[config.mk]
export PLATFORM = sky130hd
export DESIGN_NAME = vctcxo_tamer_pps_counter
export DESIGN_NICKNAME = d
export VERILOG_FILES = /design/src/rtl/vctcxo_tamer_pps_counter.sv
export SDC_FILE = /design/constraint.sdc
export NUM_CORES = 1
export LEC_CHECK = 0
export ABC_AREA = 1
export CAP_MARGIN = 20
export CELL_PAD_IN_SITES_DETAIL_PLACEMENT = 0
export CELL_PAD_IN_SITES_GLOBAL_PLACEMENT = 1
export CORE_MARGIN = 5
export CORE_UTILIZATION = 40
export CTS_BUF_LIST = sky130_fd_sc_hd__clkbuf_16
export DETAILED_ROUTE_END_ITERATION = 10
export GPL_TIMING_DRIVEN = 0
export PLACE_DENSITY_LB_ADDON = 0.1
export SETUP_SLACK_MARGIN = 0.5
export SYNTH_ARGS = -nofsm -noshare
export SYNTH_HDL_FRONTEND = slang
export SYNTH_SLANG_ARGS = --single-unit
[constraint.sdc]
create_clock -name clk -period 2.32 [get_ports clk]
set_clock_uncertainty 0.15 [all_clocks]
set_input_delay 0.348 -clock clk [delete_from_list [all_inputs] [get_ports clk]]
set_output_delay 0.348 -clock clk [all_outputs]
set_load 0.01 [all_outputs]
[src/rtl/vctcxo_tamer_pps_counter.sv]
// VCTCXO tamer PPS counter: counts clk cycles between 1PPS edges over 1 s, 10 s and 100 s
// windows and writes each signed error plus a status byte to register RAM. Macro: VCTCXO_TAMER_PPS_100S_EN.
module vctcxo_tamer_pps_counter #(
  parameter int EXPECTED_1S = 38400000,
  parameter int PPS_TIMEOUT = 76800000
) (
  input  logic       clk,
  input  logic       reset,
  input  logic       enable,
  input  logic       pps,
  input  logic       irq_clear,
  output logic [7:0] ram_address,
  output logic       ram_chipselect,
  output logic       ram_write,
  output logic [7:0] ram_writedata,
  output logic       irq
);

  typedef enum logic [1:0] {
    DISABLED = 2'd0,
    ARMING   = 2'd1,
    COUNTING = 2'd2,
    WRITING  = 2'd3
  } state_t;

  localparam logic [31:0] EXP1_C    = 32'(EXPECTED_1S);
  localparam logic [31:0] EXP10_C   = 32'(64'(EXPECTED_1S) * 64'd10);
  localparam logic [31:0] TIMEOUT_C = 32'(PPS_TIMEOUT - 1);
`ifdef VCTCXO_TAMER_PPS_100S_EN
  localparam logic [31:0] EXP100_C  = 32'(64'(EXPECTED_1S) * 64'd100);
  localparam logic [2:0]  WIN_MASK_C = 3'b111;
`else
  localparam logic [2:0]  WIN_MASK_C = 3'b011;
`endif

  function automatic logic [1:0] first_pending(input logic [2:0] mask);
    if (mask[0]) return 2'd0;
    else if (mask[1]) return 2'd1;
    else if (mask[2]) return 2'd2;
    else return 2'd3;
  endfunction

  function automatic logic [2:0] later_mask(input logic [1:0] win);
    case (win)
      2'd0:    return 3'b110;
      2'd1:    return 3'b100;
      default: return 3'b000;
    endcase
  endfunction

  function automatic logic [7:0] byte_sel(input logic [31:0] word, input logic [1:0] idx);
    case (idx)
      2'd0:    return word[7:0];
      2'd1:    return word[15:8];
      2'd2:    return word[23:16];
      default: return word[31:24];
    endcase
  endfunction

  logic        pps_meta_r, pps_sync_r, pps_prev_r, pps_pulse_r;
  state_t      state_r, state_s;
  logic [1:0]  win_r, win_s, byte_r, byte_s;
  logic        lost_r, lost_s, lost_evt_s;
  logic [2:0]  pending_r, pending_s, upd_s, clr_pend_s, done_s;
  logic [7:0]  status_r, status_s, set_s;
  logic        irq_r, irq_s, overrun_s, status_wr_s;
  logic        ram_write_r, wr_s;
  logic [7:0]  ram_address_r, addr_s, ram_writedata_r, data_s;
  logic [31:0] cnt1_r, cnt10_r, err1_r, err10_r, word100_s;
  logic [3:0]  edges10_r;
  logic        counting_s, done1_s, done10_s, done100_s, timeout_s;

  assign counting_s  = ((state_r == COUNTING) || (state_r == WRITING)) && !lost_r;
  assign done1_s     = counting_s && pps_pulse_r;
  assign done10_s    = done1_s && (edges10_r == 4'd9);
  assign done_s      = {done100_s, done10_s, done1_s} & WIN_MASK_C;
  assign timeout_s   = (state_r == COUNTING) && !pps_pulse_r && (cnt1_r >= TIMEOUT_C);
  assign status_wr_s = (state_r == WRITING) && (win_r == 2'd3);

  // Two-flop synchroniser plus registered rising-edge pulse
  always_ff @(posedge clk) begin
    if (reset) begin
      pps_meta_r  <= 1'b0;
      pps_sync_r  <= 1'b0;
      pps_prev_r  <= 1'b0;
      pps_pulse_r <= 1'b0;
    end else begin
      pps_meta_r  <= pps;
      pps_sync_r  <= pps_meta_r;
      pps_prev_r  <= pps_sync_r;
      pps_pulse_r <= pps_sync_r & ~pps_prev_r;
    end
  end

  // 1 s and 10 s window counters; the completing edge restarts the count at zero
  always_ff @(posedge clk) begin
    if (reset) begin
      cnt1_r    <= 32'd0;
      cnt10_r   <= 32'd0;
      edges10_r <= 4'd0;
      err1_r    <= 32'd0;
      err10_r   <= 32'd0;
    end else if ((state_r == DISABLED) || (state_r == ARMING)) begin
      cnt1_r    <= 32'd0;
      cnt10_r   <= 32'd0;
      edges10_r <= 4'd0;
    end else if (done1_s) begin
      cnt1_r <= 32'd0;
      err1_r <= cnt1_r + 32'd1 - EXP1_C;
      if (done10_s) begin
        cnt10_r   <= 32'd0;
        edges10_r <= 4'd0;
        err10_r   <= cnt10_r + 32'd1 - EXP10_C;
      end else begin
        cnt10_r   <= cnt10_r + 32'd1;
        edges10_r <= edges10_r + 4'd1;
      end
    end else begin
      cnt1_r  <= cnt1_r + 32'd1;
      cnt10_r <= cnt10_r + 32'd1;
    end
  end

`ifdef VCTCXO_TAMER_PPS_100S_EN
  logic [31:0] cnt100_r, err100_r;
  logic [6:0]  edges100_r;

  assign done100_s = done1_s && (edges100_r == 7'd99);
  assign word100_s = err100_r;

  // 100 s window counter
  always_ff @(posedge clk) begin
    if (reset) begin
      cnt100_r   <= 32'd0;
      edges100_r <= 7'd0;
      err100_r   <= 32'd0;
    end else if ((state_r == DISABLED) || (state_r == ARMING)) begin
      cnt100_r   <= 32'd0;
      edges100_r <= 7'd0;
    end else if (done100_s) begin
      cnt100_r   <= 32'd0;
      edges100_r <= 7'd0;
      err100_r   <= cnt100_r + 32'd1 - EXP100_C;
    end else begin
      cnt100_r   <= cnt100_r + 32'd1;
      edges100_r <= done1_s ? edges100_r + 7'd1 : edges100_r;
    end
  end
`else
  assign done100_s = 1'b0;
  assign word100_s = 32'd0;
`endif

  // Next state; win/byte name the RAM byte presented in the following cycle
  always_comb begin
    state_s    = state_r;
    win_s      = win_r;
    byte_s     = byte_r;
    lost_s     = lost_r;
    upd_s      = 3'b000;
    clr_pend_s = 3'b000;
    lost_evt_s = 1'b0;
    if (!enable) begin
      state_s = DISABLED;
      win_s   = 2'd0;
      byte_s  = 2'd0;
      lost_s  = 1'b0;
    end else begin
      case (state_r)
        DISABLED: state_s = ARMING;
        ARMING: begin
          if (pps_pulse_r) state_s = COUNTING;
          else state_s = ARMING;
        end
        COUNTING: begin
          if (timeout_s) begin
            lost_evt_s = 1'b1;
            lost_s     = 1'b1;
            state_s    = WRITING;
            win_s      = 2'd3;
            byte_s     = 2'd0;
          end else if (|pending_r) begin
            state_s = WRITING;
            win_s   = first_pending(pending_r);
            byte_s  = 2'd0;
          end else begin
            state_s = COUNTING;
          end
        end
        WRITING: begin
          if (win_r == 2'd3) begin
            state_s = lost_r ? ARMING : COUNTING;
            win_s   = 2'd0;
            byte_s  = 2'd0;
            lost_s  = 1'b0;
          end else if (byte_r == 2'd3) begin
            upd_s      = 3'b001 << win_r;
            clr_pend_s = 3'b001 << win_r;
            win_s      = first_pending(pending_r & later_mask(win_r));
            byte_s     = 2'd0;
          end else begin
            byte_s = byte_r + 2'd1;
          end
        end
        default: state_s = DISABLED;
      endcase
    end
  end

  // Sticky status, pending flags, irq and the next RAM byte
  always_comb begin
    overrun_s = |(done_s & pending_r & ~clr_pend_s);
    set_s     = {overrun_s, lost_evt_s, 3'b000, upd_s & WIN_MASK_C};
    if (irq_clear && !status_wr_s) status_s = set_s;
    else status_s = status_r | set_s;
    if (status_wr_s) irq_s = 1'b1;
    else if (irq_clear) irq_s = 1'b0;
    else irq_s = irq_r;
    if ((state_s == DISABLED) || lost_evt_s) pending_s = 3'b000;
    else pending_s = ((pending_r & ~clr_pend_s) | done_s) & WIN_MASK_C;
    wr_s = (state_s == WRITING);
    if (wr_s) begin
      addr_s = {4'b0000, win_s, byte_s};
      case (win_s)
        2'd0:    data_s = byte_sel(err1_r, byte_s);
        2'd1:    data_s = byte_sel(err10_r, byte_s);
        2'd2:    data_s = byte_sel(word100_s, byte_s);
        default: data_s = status_s;
      endcase
    end else begin
      addr_s = 8'h00;
      data_s = 8'h00;
    end
  end

  // Control registers and registered RAM port
  always_ff @(posedge clk) begin
    if (reset) begin
      state_r         <= DISABLED;
      win_r           <= 2'd0;
      byte_r          <= 2'd0;
      lost_r          <= 1'b0;
      pending_r       <= 3'b000;
      status_r        <= 8'h00;
      irq_r           <= 1'b0;
      ram_write_r     <= 1'b0;
      ram_address_r   <= 8'h00;
      ram_writedata_r <= 8'h00;
    end else begin
      state_r         <= state_s;
      win_r           <= win_s;
      byte_r          <= byte_s;
      lost_r          <= lost_s;
      pending_r       <= pending_s;
      status_r        <= status_s;
      irq_r           <= irq_s;
      ram_write_r     <= wr_s;
      ram_address_r   <= addr_s;
      ram_writedata_r <= data_s;
    end
  end

  assign ram_write      = ram_write_r;
  assign ram_chipselect = ram_write_r;
  assign ram_address    = ram_address_r;
  assign ram_writedata  = ram_writedata_r;
  assign irq            = irq_r;

endmodule

After elaboration in Yosys (flattened, before gate mapping)
Index checks and enable logic that the tools add are counted.
W data, S select, Z words.

storage, ports and cells
  flip-flop bits (word level) = 171
  bits in latches = 0
  RAM bits = 0
  memory bits (read-only) = 0
  input port bits = 5
  output and inout port bits = 19
  logic and storage cells = 133
  memories = 0

cells by class
  $add $sub $neg = 6
  multiply operators = 0
  divide/modulo/power cells = 0
  $lt $le $gt $ge = 1
  equal/unequal tests = 14
  shift operators = 1
  mux-type cells = 49
  bitwise logic cells = 12
  reduce and logical (&&, ||, !) cells = 30

operators by type and width
  cell                      number
  $pmux W8 S3               3
  $add A32 B1 Y32 const B   2
  $mux W32                  2
  $mux W2                   18
  $ge A32 B27 Y1 const B    1
  $sub A32 B26 Y32 const B  1
  $sub A32 B29 Y32 const B  1
  $mux W3                   8
  $eq A2 B2 Y1 const B      7
  $mux W1                   11
  $logic_not A2 Y1          5
  $reduce_or A3 Y1          3
  $eq A2 B1 Y1 const B      4
  $mux W8                   1
  $or A8 B8 Y8              1
  $pmux W2 S2               2
  $pmux W2 S4               1
  $reduce_or A2 Y1          4
  $logic_and A1 B1 Y1       7
  $and A2 B3 Y3             2
  $pmux W3 S2               1
  $reduce_and A3 Y1         2
  $add A4 B1 Y4 const B     1
  $and A2 B2 Y2             2
  other kinds (15)          23

Depth between registers and ports, before layout
  depth after elaboration = 16
  depth in mapped cells = 21
  gate-level depth less buffers = 21

Least setup slack after synthesis
No wires, ideal clock.

  kind = flip-flop to flip-flop
  start = register cnt1_r[0]
  end = register err1_r[28]
  setup time = 0.109 ns
  arrival time = 2.203 ns
  data required time = 2.061 ns
  path slack = -0.142 ns
  stages on the path, launching flop included = 20
  buffers on the path = 0
  period minus slack after synthesis = 2.462 ns
  path through = dfxtp_1 > ha_1 > nand2_1 > nor2_1 > nand2_1 > o21ai_0 > nand2_1 > inv_1 > ha_1 > nand2_1 > nor2_2 > nand2_1 > nand2_2 > nand2_2 > nand2_2 > nand2_2 > nand3_1 > nand3_1 > nand2_1 > inv_1

on the way
  longest elaborated chain between the ends = 2

RTL lines
  item                      RTL line  text
  start: declaration        69        logic [31:0] cnt1_r, cnt10_r, err1_r, err10_r, word100_s;
  start signal: assignment  119       cnt1_r <= cnt1_r + 32'd1;
  $add A32 B1 Y32           109       err1_r <= cnt1_r + 32'd1 - EXP1_C;
  $sub A32 B26 Y32          109
  end signal: assignment    109
  end: declaration          69

Every way passes these cells.
A chain may end at the register's enable or synchronous reset.

Worst setup path after layout
  start = register cnt1_r[0]
  end = register ram_writedata_r[4], in the netlist ram_writedata[4]

on the way
  longest elaborated chain between the ends = 8
  elaborated cells between the ends (all ways) = 23
  those cells by class = order compare: 1; eq/ne: 5; mux: 12; bitwise: 1; reduce/logical: 4

RTL lines
  item                                             RTL line  text
  $ge A32 B27 Y1 (*)                               77        assign timeout_s = (state_r == COUNTING) && !pps_pulse_r && (cnt1_r >= TIMEOUT_C);
  $logic_and A1 B1 Y1 (*)                          77
  $mux W2 or $mux W1 (tied branches)               176       if (timeout_s) begin
  $pmux W2 S2 or $pmux W2 S4 (tied branches)       169       case (state_r)
  $mux W2                                          163       if (!enable) begin
  $eq A2 B2 Y1, or another cell as far along       52        case (idx)
  $pmux W8 S3 or $not A1 Y1 (tied branches)        -
  $pmux W8 S3 or $reduce_or A2 Y1 (tied branches)  -
  end signal: assignment                           259       ram_writedata_r <= data_s;
  end: declaration                                 68        logic [7:0] ram_address_r, addr_s, ram_writedata_r, data_s;

Every way passes the cells marked *; elsewhere a longest branch is shown, timed or not.

==> impl_metrics.sql <==
INSERT INTO impl_metrics (metric_group, metric, value, unit) VALUES
('routing', 'drtIter0Drc', '559', ''),
('routing', 'detail_route.wl_per_cell', '17.0', 'um'),
('power', 'areal_power_density_over_the_cells', '452', 'mW/mm^2'),
('place', 'io_buffer_count', '18', ''),
('timing', 'fmax', '391', 'MHz'),
('place', 'gpl.final_weighted_congestion', '0.853', ''),
('floorplanning', 'floorplan.core_area', '0.0226', 'mm^2'),
('yosys', 'synth_enable_flop_cells', '0', ''),
('global_route', 'grt_remaining_overflow', '0', ''),
('cells_and_area', 'total_inserted_antenna_cells', '0', ''),
('critical_path', 'crit_path_frequent_cell', 'nand2_4', ''),
('routing', 'drt-pass1-iter-count', '5', ''),
('yosys', 'synth.cell_area', '0.00912', 'mm^2'),
('cells_and_area', 'final_nets', '1562', ''),
('critical_path', 'crit_slowest_cell', 'dfxtp_4', ''),
('routing', 'num_vias', '9417', ''),
('timing', 'min_period_over_period', '1.10', ''),
('critical_path', 'timing.critical_path.buf_inv', '3', ''),
('power', 'p_total', '6.27', 'mW'),
('global_route', 'grt_start_max_net_pins', '17', ''),
('floorplanning', 'rows', '55', ''),
('timing', 'slew_violations', '0', ''),
('place', 'detailedPlacementHpwl', '21400', 'um'),
('routing', 'via_per_inst', '5.10', ''),
('cells_and_area', 'sequential_cell_area', '0.00343', 'mm^2'),
('yosys', 'netlist.area_leader.share', '0.367', ''),
('critical_path', 'critPathMaxFanout', '8', ''),
('critical_path', 'r2r_setup_slack', '-0.23', 'ns'),
('timing', 'final-hold-violation-count', '0', ''),
('yosys', 'ys.warnings.count', '0', ''),
('global_route', 'grt_pass1_vias', '9103', ''),
('timing', 'maxSlewHeadroom', '0.581', ''),
('timing', 'layout_min_cycle_time', '2.55', 'ns'),
('cells_and_area', 'layout.cells.most_common', 'nand2_1', ''),
('timing', 'fin_hold_ws', '0.246', 'ns'),
('cells_and_area', 'multi_input_comb_area', '0.00642', 'mm^2'),
('floorplanning', 'dieWidth', '161', 'um'),
('outcome', 'failed_checks', 'setup timing', ''),
('yosys', 'synth-seq-cells', '167', ''),
('clocking', 'clk_latency', '0.44', 'ns'),
('timing', 'setup-violations-final', '40', ''),
('timing', 'final.setup.worst_slack', '-0.235', 'ns'),
('cells_and_area', 'fillers', '2017', ''),
('cells_and_area', 'finalNonFillerCells', '1848', ''),
('cells_and_area', 'layout_common_cells', 'nand2_1, inv_1, nor2_1, dfxtp_1, buf_4', ''),
('place', 'preCtsSetupSlack', '-0.664', 'ns'),
('clocking', 'cts.path.max_buffers', '2', ''),
('yosys', 'synthesis.area_per_instance', '6.71', 'um^2'),
('critical_path', 'regToRegStartpoint', 'cnt1_r[0]$_SDFF_PP0_', ''),
('cells_and_area', 'layout-drive-gt1-share', '0.399', ''),
('yosys', 'post_synth_num_cell_types', '50', ''),
('yosys', 'synth.area.top_cells', 'dfxtp_1, nand2_1, nor2_1', ''),
('global_route', 'grt_usage', '0.235', ''),
('routing', 'finalWirelength', '31500', 'um'),
('floorplanning', 'ios', '24', ''),
('timing', 'rsz0062_at_grt', 'true', ''),
('hold_path', 'worstHoldStart', 'pps_prev_r$_SDFF_PP0_', ''),
('floorplanning', 'dieArea', '0.0259', 'mm^2'),
('critical_path', 'endpoint_kind', 'flip-flop', ''),
('hold_path', 'hold_path_end', 'pps_pulse_r$_SDFF_PP0_', ''),
('cells_and_area', 'synthToLayoutAreaGrowth', '52.0', '%'),
('critical_path', 'cp_top_family', 'simple AND/OR/NAND/NOR gates', ''),
('clocking', 'cts-htree-levels', '4', ''),
('hold_path', 'worst_hold_path.num_cells', '1', ''),
('yosys', 'synth_flop_cell', 'dfxtp_1', ''),
('yosys', 'synth_seq_area_share', '0.367', ''),
('power', 'p_leak', '6.56', 'nW'),
('outcome', 'status', 'complete, but fails checks', ''),
('global_route', 'grt_pass1_wl', '48300', 'um'),
('routing', 'drc', '0', ''),
('clocking', 'clock_sinks', '167', '');
==> cells in the mapped netlist, types with 7 or more instances <==
cell / instances
a21oi_1: 57
a31oi_1: 7
buf_2: 9
buf_4: 7
clkbuf_1: 25
dfxtp_1: 167
ha_1: 7
inv_1: 195
inv_2: 11
nand2_1: 269
nand2_2: 21
nand3_1: 121
nand4_1: 21
nor2_1: 204
nor2_2: 13
nor2_4: 7
nor3_1: 29
nor3_2: 9
o211ai_1: 24
o21ai_0: 49
o21ai_1: 8
xor2_1: 38
==> registers in the layout, indices dropped and copies added (netlist names), 2 cells and up <==
name / cells
cnt1_r: 32
win_r: 2
edges10_r: 4
err1_r: 32
pending_r: 2
state_r: 2
status_r: 8
cnt10_r: 32
ram_address: 4
ram_writedata: 8
byte_r: 2
err10_r: 32
==> worst max path at each step <==
stage / start / to / slack [ns] / cells after the start
6_report: cnt1_r[0]$_SDFF_PP0_ / ram_writedata[4]$_SDFF_PP0_ / -0.23 / 17
5_1_grt: cnt1_r[0]$_SDFF_PP0_ / ram_writedata[4]$_SDFF_PP0_ / -0.38 / 19
4_1_cts: cnt1_r[0]$_SDFF_PP0_ / ram_writedata[2]$_SDFF_PP0_ / -0.23 / 18
3_5_place_dp: state_r[1]$_SDFF_PP0_ / cnt10_r[16]$_SDFF_PP0_ / -0.66 / 8
3_3_place_gp: state_r[1]$_SDFF_PP0_ / cnt10_r[7]$_SDFF_PP0_ / -0.63 / 8
2_1_floorplan: cnt1_r[6]$_SDFF_PP0_ / err1_r[28]$_SDFFE_PP0P_ / 0.03 / 17
==> worst reg2reg max path: cells and delay by family, from the launching register on <==
family	cells	cell delay, ns
AO/OA/AOI/OAI	1	0.17
adder cells (fa/ha/maj)	1	0.17
buffers and inverters	3	0.44
flip-flops	1	0.37
AND/OR/NAND/NOR	12	1.20
==> power by group <==
part           total, mW  switching [mW]  internal [mW]
Clock               3.34            1.33           2.01
Combinational     0.0841          0.0593         0.0248
Sequential          2.85         0.00281           2.85
Total               6.27            1.39           4.88
==> cell type report <==
class	count	area share
Clock inverter	14	0.0166
Sequential cell	167	0.248
Inverter	207	0.0587
Tap cell	285	0.0257
Multi-Input combinational cell	943	0.463
Buffer	45	0.0322
Clock buffer	18	0.0325
Timing Repair Buffer	169	0.124
==> through the flow <==
stage | instance area [um^2] | TNS (ns)
floorplan | 9470 | 0
global placement | 10000 | -56.72
detailed placement | 10000 | -59.55
CTS | 12500 | -3.66
global route | 13900 | -11.21
finish | 13900 | -4.92
==> per-layer routing <==
layer,wire length [um],GRT usage
met3,1360,0.0375
met5,0,0
met2,15000,0.395
met4,752,0.0613
met1,14300,0.316
==> cell families (layout without fill, tap and decap cells) <==
group / after synthesis / in the layout / synth area share
AO/OA/AOI/OAI: 167 / 167 / 0.106
buffers and inverters: 252 / 453 / 0.108
flip-flops: 167 / 167 / 0.367
adder cells (fa/ha/maj): 7 / 7 / 0.00961
other: 1 / 4 / 0.000411
AND/OR/NAND/NOR: 716 / 717 / 0.358
XOR/XNOR: 48 / 48 / 0.0506
==> repair_timing <==
item / 4_1_cts / 5_1_grt
pin swaps: 93 / 98
buffers inserted: 89 / 54
setup endpoints to repair: 156 / 149
gates resized for setup: 279 / 248
gates cloned: 7 / 2
hold buffers: 0 / 0
(Power assumes the default switching activity.)
